[src/rtl/lector_sensor_temp.sv]
// lector_sensor_temp: periodic / on-demand reader for a serial temperature
// sensor. Clocks out a 16-bit frame, converts the 13-bit raw reading
// (1/16 degC) to tenths of degC, and clamps the result to a signed 11-bit range.

module lector_sensor_temp #(
  parameter int unsigned DIV_SCLK         = 4,
  parameter int unsigned PERIODO_MUESTREO = 100000
) (
  input  logic               clk,
  input  logic               rst,
  input  logic               iniciar,
  input  logic               sdo,
  output logic               sclk,
  output logic               cs_n,
  output logic signed [10:0] temp_entrada,
  output logic               dato_valido,
  output logic               saturado,
  output logic               ocupado
);

  typedef enum logic [1:0] {
    REPOSO,
    SELECCION,
    TRANSFERENCIA,
    CONVERSION
  } estado_t;

  estado_t            state_q, state_d;
  logic [31:0]        timer_q, timer_d;
  logic [7:0]         div_cnt_q, div_cnt_d;
  logic [4:0]         half_cnt_q, half_cnt_d;
  logic [15:0]        shift_q, shift_d;
  logic               cs_n_q, cs_n_d;
  logic               sclk_q, sclk_d;
  logic signed [10:0] temp_q, temp_d;
  logic               valido_q, valido_d;
  logic               sat_q, sat_d;
  logic               ocupado_q, ocupado_d;

  logic signed [16:0] raw_ext;
  logic signed [16:0] prod;
  logic signed [16:0] t_full;

  // Raw-to-tenths conversion: raw*10 as two shifts, then floor-divide by 16.
  always_comb begin
    raw_ext = {{4{shift_q[15]}}, shift_q[15:3]};
    prod    = (raw_ext <<< 3) + (raw_ext <<< 1);
    t_full  = prod >>> 4;
  end

  // Next-state and next-output logic; every output is computed one cycle ahead.
  always_comb begin
    state_d    = state_q;
    timer_d    = timer_q;
    div_cnt_d  = div_cnt_q;
    half_cnt_d = half_cnt_q;
    shift_d    = shift_q;
    cs_n_d     = cs_n_q;
    sclk_d     = sclk_q;
    temp_d     = temp_q;
    valido_d   = 1'b0;
    sat_d      = sat_q;
    ocupado_d  = ocupado_q;

    case (state_q)
      REPOSO: begin
        if ((timer_q == PERIODO_MUESTREO - 1) || iniciar) begin
          state_d   = SELECCION;
          timer_d   = 32'd0;
          div_cnt_d = 8'd0;
          cs_n_d    = 1'b0;
          sclk_d    = 1'b0;
          ocupado_d = 1'b1;
        end else begin
          timer_d = timer_q + 32'd1;
        end
      end

      SELECCION: begin
        if (div_cnt_q == 8'(DIV_SCLK - 1)) begin
          state_d    = TRANSFERENCIA;
          div_cnt_d  = 8'd0;
          half_cnt_d = 5'd0;
          sclk_d     = 1'b1;
        end else begin
          div_cnt_d = div_cnt_q + 8'd1;
        end
      end

      TRANSFERENCIA: begin
        if (div_cnt_q == 8'(DIV_SCLK - 1)) begin
          div_cnt_d = 8'd0;
          if (half_cnt_q == 5'd31) begin
            state_d = CONVERSION;
            cs_n_d  = 1'b1;
            sclk_d  = 1'b0;
          end else begin
            half_cnt_d = half_cnt_q + 5'd1;
            sclk_d     = ~sclk_q;
          end
        end else begin
          div_cnt_d = div_cnt_q + 8'd1;
        end
      end

      CONVERSION: begin
        state_d   = REPOSO;
        timer_d   = 32'd0;
        ocupado_d = 1'b0;
        valido_d  = 1'b1;
        if (t_full > 17'sd1023) begin
          temp_d = 11'sd1023;
          sat_d  = 1'b1;
        end else if (t_full < -17'sd1024) begin
          temp_d = -11'sd1024;
          sat_d  = 1'b1;
        end else begin
          temp_d = signed'(t_full[10:0]);
          sat_d  = 1'b0;
        end
      end

      default: begin
        state_d   = REPOSO;
        cs_n_d    = 1'b1;
        sclk_d    = 1'b0;
        ocupado_d = 1'b0;
      end
    endcase

    // Capture sdo on the same edge that drives sclk from low to high.
    if (sclk_d && !sclk_q) begin
      shift_d = {shift_q[14:0], sdo};
    end
  end

  // State and output registers; reset idles the bus immediately.
  always_ff @(posedge clk or posedge rst) begin
    if (rst) begin
      state_q    <= REPOSO;
      timer_q    <= 32'd0;
      div_cnt_q  <= 8'd0;
      half_cnt_q <= 5'd0;
      shift_q    <= 16'd0;
      cs_n_q     <= 1'b1;
      sclk_q     <= 1'b0;
      temp_q     <= 11'sd0;
      valido_q   <= 1'b0;
      sat_q      <= 1'b0;
      ocupado_q  <= 1'b0;
    end else begin
      state_q    <= state_d;
      timer_q    <= timer_d;
      div_cnt_q  <= div_cnt_d;
      half_cnt_q <= half_cnt_d;
      shift_q    <= shift_d;
      cs_n_q     <= cs_n_d;
      sclk_q     <= sclk_d;
      temp_q     <= temp_d;
      valido_q   <= valido_d;
      sat_q      <= sat_d;
      ocupado_q  <= ocupado_d;
    end
  end

  assign sclk         = sclk_q;
  assign cs_n         = cs_n_q;
  assign temp_entrada = temp_q;
  assign dato_valido  = valido_q;
  assign saturado     = sat_q;
  assign ocupado      = ocupado_q;

endmodule

[config.mk]
export PLATFORM = sky130hd
export DESIGN_NAME = lector_sensor_temp
export DESIGN_NICKNAME = d
export VERILOG_FILES = /design/src/rtl/lector_sensor_temp.sv
export SDC_FILE = /design/constraint.sdc
export NUM_CORES = 1
export LEC_CHECK = 0
export ABC_AREA = 0
export CAP_MARGIN = 40
export CORE_ASPECT_RATIO = 1.2
export CORE_MARGIN = 1
export CORE_UTILIZATION = 60
export CTS_CLUSTER_DIAMETER = 40
export DETAILED_ROUTE_END_ITERATION = 7
export PLACE_DENSITY = 0.86
export SYNTH_ARGS = -nofsm -noshare
export SYNTH_HDL_FRONTEND = slang
export SYNTH_SLANG_ARGS = --single-unit
[constraint.sdc]
create_clock -name clk -period 3.4 [get_ports clk]
set_input_delay 1.02 -clock clk [delete_from_list [all_inputs] [get_ports clk]]
set_output_delay 1.02 -clock clk [all_outputs]
set_load 0.005 [all_outputs]
### After elaboration in Yosys (flattened, before gate mapping)

Cells that the tools add are included.

| operators by class | value |
|---|---|
| multiplexer cells | 30 |
| order comparisons | 2 |
| equal/unequal tests | 11 |
| bitwise gates (word level) | 1 |
| add/sub/neg operators | 4 |
| reduce and logical (&&, ||, !) cells | 14 |

Operators with widths:

| operator | count |
|---|---|
| $pmux W32 S2 | 1 |
| $add A32 B1 Y32 const B | 1 |
| $eq A32 B17 Y1 const B | 1 |
| $mux W32 | 1 |
| $mux W11 | 2 |
| $add A16 B14 Y17 | 1 |
| $mux W8 | 2 |
| $pmux W8 S2 | 1 |
| $mux W5 | 3 |
| $gt A13 B11 Y1 const B | 1 |
| $lt A13 B11 Y1 const B | 1 |
| $reduce_and A4 Y1 | 3 |
| $mux W1 | 11 |
| $ne A2 B2 Y1 const B | 5 |
| $pmux W5 S2 | 1 |
| $add A8 B1 Y8 const B | 1 |
| $eq A8 B2 Y1 const B | 1 |
| $mux W2 | 4 |
| $pmux W2 S4 | 1 |
| $reduce_bool A2 Y1 | 4 |
| $add A5 B1 Y5 const B | 1 |
| $eq A5 B5 Y1 const B | 1 |
| $eq A2 B2 Y1 const B | 2 |
| $pmux W1 S2 | 2 |
| 9 further kinds | 10 |

| word-level totals | value |
|---|---|
| input bits | 4 |
| register bits | 79 |

### Depth between registers and ports, before layout

Gate-level depths: netlist of the first run.

| depth | value |
|---|---|
| depth after elaboration | 5 |
| mapped depth | 9 |

### Worst setup path after synthesis of the first run

Ideal clock, no wire load.

| path | value |
|---|---|
| kind | flip-flop to flip-flop |
| start point | register div_cnt_q[0] |
| end point | register shift_q[0] |
| stages on the path, launching flop included | 8 |
| setup slack | 0.881 ns |
| arrival time | 2.394 ns |
| clock period less this slack | 2.519 ns |
| library setup time | 0.125 ns |
| cells stage by stage | dfrtp_1 ha_1 or2b_4 or4_1 buf_6 nor4_4 buf_6 mux2_4 |

| between the ends | value |
|---|---|
| cells in the longest elaborated chain, start to end | 4 |
| elaborated cells on any way between the ends | 5 |

RTL lines:

| what | RTL line | text |
|---|---|---|
| start: declaration | 30 | `logic [7:0] div_cnt_q, div_cnt_d;` |
| start signal: assignment | 154 | `div_cnt_q <= div_cnt_d;` |
| $eq A8 B2 Y1 * | 80, 91 |  |
| $mux W1 (on tied branches) | 91, 80 |  |
| $pmux W1 S3 * | 65 | `case (state_q)` |
| $logic_and A1 B1 Y1 * | 132 | `if (sclk_d && !sclk_q) begin` |
| end signal: assignment | 156 | `shift_q <= shift_d;` |
| end: declaration | 32 | `logic [15:0] shift_q, shift_d;` |

Every way passes the cells marked *; elsewhere a longest branch is shown, timed or not.
A chain may end at the register's enable or synchronous reset.

### Worst setup path in the final report of the first run

| path | value |
|---|---|
| start point | register shift_q[15] |
| end point | register temp_q[3] (netlist: temp_entrada[3]) |

| between the ends | value |
|---|---|
| cells in the longest elaborated chain, start to end | 4 |
| elaborated cells on any way between the ends | 5 |

RTL lines:

| what | RTL line | text |
|---|---|---|
| $add A16 B14 Y17 * | 47 | `prod = (raw_ext <<< 3) + (raw_ext <<< 1);` |
| $lt A13 B11 Y1 | 114 | `end else if (t_full < -17'sd1024) begin` |
| $mux W11 | 114 |  |
| $mux W11 * | 111 | `if (t_full > 17'sd1023) begin` |
| end signal: assignment | 159 | `temp_q <= temp_d;` |
| end: declaration | 35 | `logic signed [10:0] temp_q, temp_d;` |

Marks and branches as above.

==> out/qor.yml, run 1 <==
clock_sinks: 79
p_leak_nw: 2.23
vias_per_cell: 6.45
drt_wl_total_mm: 10.4
overflow: 0
fin_setup_tns_ps: 0
first_global_vias: 3893
cp_max_fo: 8
slew_headroom_pct: 42.0
post_cts_buffers: 0
cap_viol_max_count: 0
worstPathCellList: "ha_1 -> nand2_1 -> o21ai_0 -> and4b_1 -> or2_2 -> o311ai_1 -> buf_4 -> o221ai_1"
cp-start-kind: "register"
drt-pass1-iter-count: 5
grt_max_degree: 44
fin_crit_ps: 2730
ys_warn_count: 0
synth_top_flop_cell: "dfrtp_1"
synthTopCellsByArea: "dfrtp_1 (42%), o21ai_0 (7.1%), ha_1 (5.1%)"
seq_area_frac_synth_pct: 42.8
path_buf_inv: 1
vdd_drop_max_v: 0.000389
syn2layout_area_growth_pct: 10.5
cp.arrival_ps: 2950
initial_core_util_pct: 62.8
cts.path.max_buffers: 2
ant_nets: 0
place_congestion: 0.892
ctsHtreeMaxLevel: 3
async_reset_ff_share_pct: 100
synth_edf_count: 0
netlist.area_leader.share_pct: 42.2
core_um2: 7360
finalMaxSlewViolations: 0
clkLatencyLatePin_ps: 370
drt_iter0_markers: 275
cts_resized: 0
status: "completed"
crit_type: "reg -> reg"
total_power_mw: 3.10
vias: 3976
ctsHoldBuffers: 0
ys_ff_latch: 79
yosysTopAreaCell: "dfrtp_1"
grt_usage_pct: 28.1
netlist_area_um2: 4620
cts_root_buffer: "clkbuf_8"
fin_skew_ps: 15.4
grt_pass1_wl_mm: 17.5
antenna_found_initial: 0
cellPowerDensity_nw_per_um2: 607
post-route-drc-count: 0
wl_per_cell_um: 16.9
port_buffers: 19
cp-end-kind: "register"
cpPeakStageDelay_ps: 530
die_area_um2: 8060
hp-class: "reg -> reg"
tightest_slew_ps: 863
netlist_instances: 502
ys_types: 58
fin_crit_sh_pct: 80.4
rsz0062_at_grt: "false"
boundaryPins: 20
rows: 34
required_ps: 3610
fmax_mhz: 366
avgSynthCellArea_um2: 9.21
setup_viol: 0
synth_nets: 526
worst_path_max_delay_cell: "o311ai_1"
die_h_um: 98.2
crit_family: "compound AO/OA/AOI/OAI gates"
die_w_um: 82.1
num-nets-final: 545
clk_pin_slew_worst_paths_ps: 80
drive_gt1_share_pct: 11.2
cts_tree: "done"
n_antenna_cell: 0
dp_hpwl_mm: 7.29
cts_made_buffers: 9
hold_violations: 0
-- final timing paths --
| check | cells after the start | start | to | slack [ps] |
|---|---|---|---|---|
| min | 1 | div_cnt_q[7]$_DFFE_PP0P_ | div_cnt_q[7]$_DFFE_PP0P_ | 480 |
| min reg2reg | 1 | div_cnt_q[7]$_DFFE_PP0P_ | div_cnt_q[7]$_DFFE_PP0P_ | 480 |
| max | 8 | shift_q[15]$_DFFE_PP0P_ | temp_entrada[3]$_DFFE_PP0P_ | 670 |
| min in group asynchronous | 2 | rst | timer_q[4]$_DFFE_PP0P_ | 1040 |
| max in group asynchronous | 3 | rst | cs_n$_DFFE_PP1P_ | 1630 |
| max reg2reg | 8 | shift_q[15]$_DFFE_PP0P_ | temp_entrada[3]$_DFFE_PP0P_ | 670 |
-- per-stage QoR --
step | cell area, um2 | hold slack, ps | util (%) | instances | worst slack, ps
after floorplan | 4620 | 440 | - | 502 | 358
after global placement | 4920 | 463 | 66.8 | 600 | 740
after detailed placement | 4920 | 470 | 66.8 | 600 | 729
after CTS | 5110 | 482 | 69.4 | 616 | 674
after global routing | 5110 | 492 | 69.4 | 616 | 414
final | 5110 | 482 | 69.4 | 616 | 668
-- cell families after synthesis --
kind of cell | after synthesis | synth area share (%)
mux | 21 | 5.30
simple gates | 184 | 20.3
xor+xnor | 6 | 1.14
compound gates | 151 | 20.9
fa+ha+maj | 20 | 5.57
buf+inv | 41 | 3.95
flops | 79 | 42.8
-- placed cells by master (no fill, tap or decap), types with 6 or more instances in the layout --
cell type	Yosys	routed
dfrtp_1	78	78
o21ai_0	66	66
nand2_1	56	56
nor2_1	36	36
inv_1	22	21
nand3_1	20	20
a21oi_1	19	19
ha_1	19	19
clkdlybuf4s50_1	0	19
nand4_1	12	12
mux2_2	12	12
o31ai_1	11	11
nor3_1	10	10
o221ai_1	9	9
nor4_1	9	9
clkbuf_8	1	9
a22o_1	8	8
a21o_1	7	7
a31oi_1	7	7
buf_4	0	7
or2_2	6	6
-- routing by layer --
metal	vias to the layer above	track usage, %	routed length, um
li1	1895	-	-
met1	1934	34.5	4490
met2	122	46.3	5210
met3	25	6.17	486
met4	0	12.8	217
met5	-	0	0
-- worst register-to-register path, delay by kind of cell (launching register included) --
family                     cells  cell delay, ps
AOI/OAI and AO/OA              3             860
adders and majority gates      1             420
buffers and inverters          1             250
DFF                            1             430
and+or+nand+nor                3             620
-- area by class of cell --
class | count | area (um2)
multi-input cells | 382 | 2480
clock inverters | 5 | 58.8
well taps | 90 | 113
flip-flops and latches | 79 | 1980
clock buffers | 11 | 131
repair buffers | 27 | 263
fillers | 571 | 2250
inverters | 22 | 83.8
-- synth_stat cells (2+ instances only) --
library cell and count:
nor2_1 36, a22o_1 8, mux2_4 4, nor4_1 9, o311ai_0 3, mux2_2 12
a21o_1 7, ha_1 19, and3_2 2, buf_6 2, nand3b_1 2, nor2b_1 3
o311ai_1 2, xor2_1 3, inv_1 22, nand2_1 56, nor3_1 10, and3_1 5
or2_2 6, o221ai_1 9, nand4_1 12, o22a_1 2, a21oi_1 19, and4b_1 2
a31o_2 2, mux2i_1 5, o21a_1 3, buf_2 3, or3_1 5, xnor2_1 3
a21bo_2 2, a31oi_1 7, o31ai_1 11, nand3_1 20, o21ai_0 66, and4_1 5
and2_1 3, clkbuf_1 13, dfrtp_1 78, nand2b_1 2, o211ai_1 2
-- power breakdown --
group | switching (mW) | internal (mW) | total (mW)
clock network | 0.355 | 0.340 | 0.695
registers | 0.153 | 1.08 | 1.24
logic | 0.717 | 0.452 | 1.17
-- sequential cells by signal (all words and copies together) (netlist names) --
name	count
timer_q	32
shift_q	16
temp_entrada	11
div_cnt_q	8
half_cnt_q	5
state_q	2
cs_n	1
dato_valido	1
ocupado	1
saturado	1
sclk	1
Power figures use the tool's default switching activity.
==> run 2: changes to the inputs <==
- clock period: 3.4 -> 2.7 ns (I/O delays scaled with it)
==> run 2 against run 1 <==
Utilization is 1.9 points higher. Sequential power is 26% higher. Wire length is 3.6% higher.
==> out/qor.yml, run 2 (synthesis gave the netlist of run 1 again) <==
status: "completed"
overflow: 0
core_um2: 7360
p_leak_nw: 2.28
fillCellCount: 550
holdCritStartpoint: "div_cnt_q[7]$_DFFE_PP0P_"
worst_path_max_delay_cell: "dfrtp_1"
num-nets-final: 558
cellPowerDensity_nw_per_um2: 757
cp.arrival_ps: 2820
seq_power_share_pct: 39.3
path_buf_inv: 1
vias: 4110
worstPathCellList: "ha_2 -> nand2_1 -> o21ai_1 -> and4b_1 -> or2_2 -> o311ai_1 -> buf_4 -> a21bo_2"
fin_area_um2: 5250
ctsHoldBuffers: 0
cp-end-kind: "register"
antenna_found_initial: 0
power.internal_mw: 2.35
dp_worst_setup_slack_ps: 12.6
cts_tree: "done"
required_ps: 2950
crit_family: "compound AO/OA/AOI/OAI gates"
setup_viol: 0
vias_per_cell: 6.53
grt_max_degree: 80
dp_hpwl_mm: 7.30
fmax_mhz: 390
rows: 34
cp.depth: 8
fin_crit_sh_pct: 94.9
ant_nets: 0
top_register: "timer_q"
cts_root_buffer: "clkbuf_8"
wl_per_cell_um: 17.1
hold_violations: 0
die_area_um2: 8060
cpPeakStageDelay_ps: 440
vdd_drop_max_v: 0.000526
fin_crit_ps: 2560
finalMaxSlewViolations: 0
syn2layout_area_growth_pct: 13.4
clk_pin_slew_worst_paths_ps: 80
die_h_um: 98.2
cts.path.max_buffers: 2
grt_usage_pct: 28.6
drt_wl_total_mm: 10.8
drive_gt1_share_pct: 15.2
final_common_cell: "dfrtp_1"
worstHoldPathCells: 1
port_buffers: 19
drt-pass1-iter-count: 5
largest_reg_flops: 32
cap_viol_max_count: 0
clkLatencyLatePin_ps: 360
first_global_vias: 3834
post-route-drc-count: 0
n_antenna_cell: 0
cts_made_buffers: 9
ctsHtreeMaxLevel: 3
r2r_start: "shift_q[15]$_DFFE_PP0P_"
tightest_slew_ps: 712
comb_power_share_pct: 40.0
postPlaceCellArea_um2: 5020
grt_pass1_wl_mm: 18.1
p_switching_mw: 1.62
place_congestion: 0.899
fin_hold_ws_ps: 494
initial_core_util_pct: 62.8
slew_headroom_pct: 52.2
clkPwrFrac_pct: 20.8
boundaryPins: 20
cp-start-kind: "register"
layout_common_cells: "dfrtp_1 (77), o21ai_0 (65), nand2_1 (56)"
drt_iter0_markers: 293
hp-class: "reg -> reg"
p_sw_share_pct: 40.7
fin_skew_ps: 10.1
cp_max_fo: 8
clock_sinks: 79
r2r_cells: 8
die_w_um: 82.1
layout_setup_ws_ps: 139
register_area_um2: 1980
startpoint: "shift_q[15]$_DFFE_PP0P_"
crit_type: "reg -> reg"
multi_input_area_um2: 2510
[run 2: cell types whose count changed in the layout (fill, tap and decap cells not counted), sizes merged]
| cell | change |
|---|---|
| clkinv | -2 |
| bufinv | -1 |
| buf | +13 |
| clkinvlp | +1 |
| clkbuf | -2 |
| inv | +4 |
[run 2: power groups by stage]
stage | Combinational (mW) | Sequential [mW] | Clock (mW)
after global placement | 1.50 | 1.56 | 0
after global routing | 1.74 | 1.59 | 0.884
after floorplan | 1.11 | 1.53 | 0
final | 1.59 | 1.56 | 0.824
after CTS | 1.57 | 1.55 | 0.839
after detailed placement | 1.56 | 1.57 | 0
[run 2: worst register-to-register path, stage by stage (launching register included)]
cell      delay [ps]
dfrtp_1          440
ha_2             420
nand2_1           70
o21ai_1          180
and4b_1          250
or2_2            300
o311ai_1         390
buf_4            200
a21bo_2          210
[run 2: routing by layer]
metal  up-vias  part of all wire (%)  GRT usage [%]
li1       1921                     -              -
met1      2045                    43           38.0
met2       120                    50           46.1
met3        24                   4.1           3.74
met4         0                   2.1           12.6
met5         -                     0              0
[run 2: worst paths after layout]
path | end | slack (ps)
worst min-delay path | div_cnt_q[7]$_DFFE_PP0P_ | 490
max in group asynchronous | cs_n$_DFFE_PP1P_ | 1430
worst max register to register | saturado$_DFFE_PP0P_ | 140
worst min register to register | div_cnt_q[7]$_DFFE_PP0P_ | 490
worst max-delay path | saturado$_DFFE_PP0P_ | 140
min in group asynchronous | timer_q[17]$_DFFE_PP0P_ | 890
[run 2: stage by stage]
step                power (mW)  utilization, %  setup TNS (ps)  std cells
floorplan                 2.64               -               0        502
global placement          3.06            68.3               0        612
detailed placement        3.13            68.3               0        612
CTS                       3.96            70.7               0        628
global route              4.21            71.3            -153        629
finish                    3.97            71.3               0        629
[run 2: cell type report]
type,instances,share of cell area (%)
Multi-Input combinational cell,382,47.9
Tap cell,90,2.15
Clock inverter,7,1.05
Sequential cell,79,37.7
Inverter,22,1.65
Timing Repair Buffer,40,7.11
Clock buffer,9,2.36
[run 2: timing repair]
action	CTS	global route
setup endpoints to repair	1	11
setup buffers	0	1
pin swaps	0	1
gates resized for setup	1	9
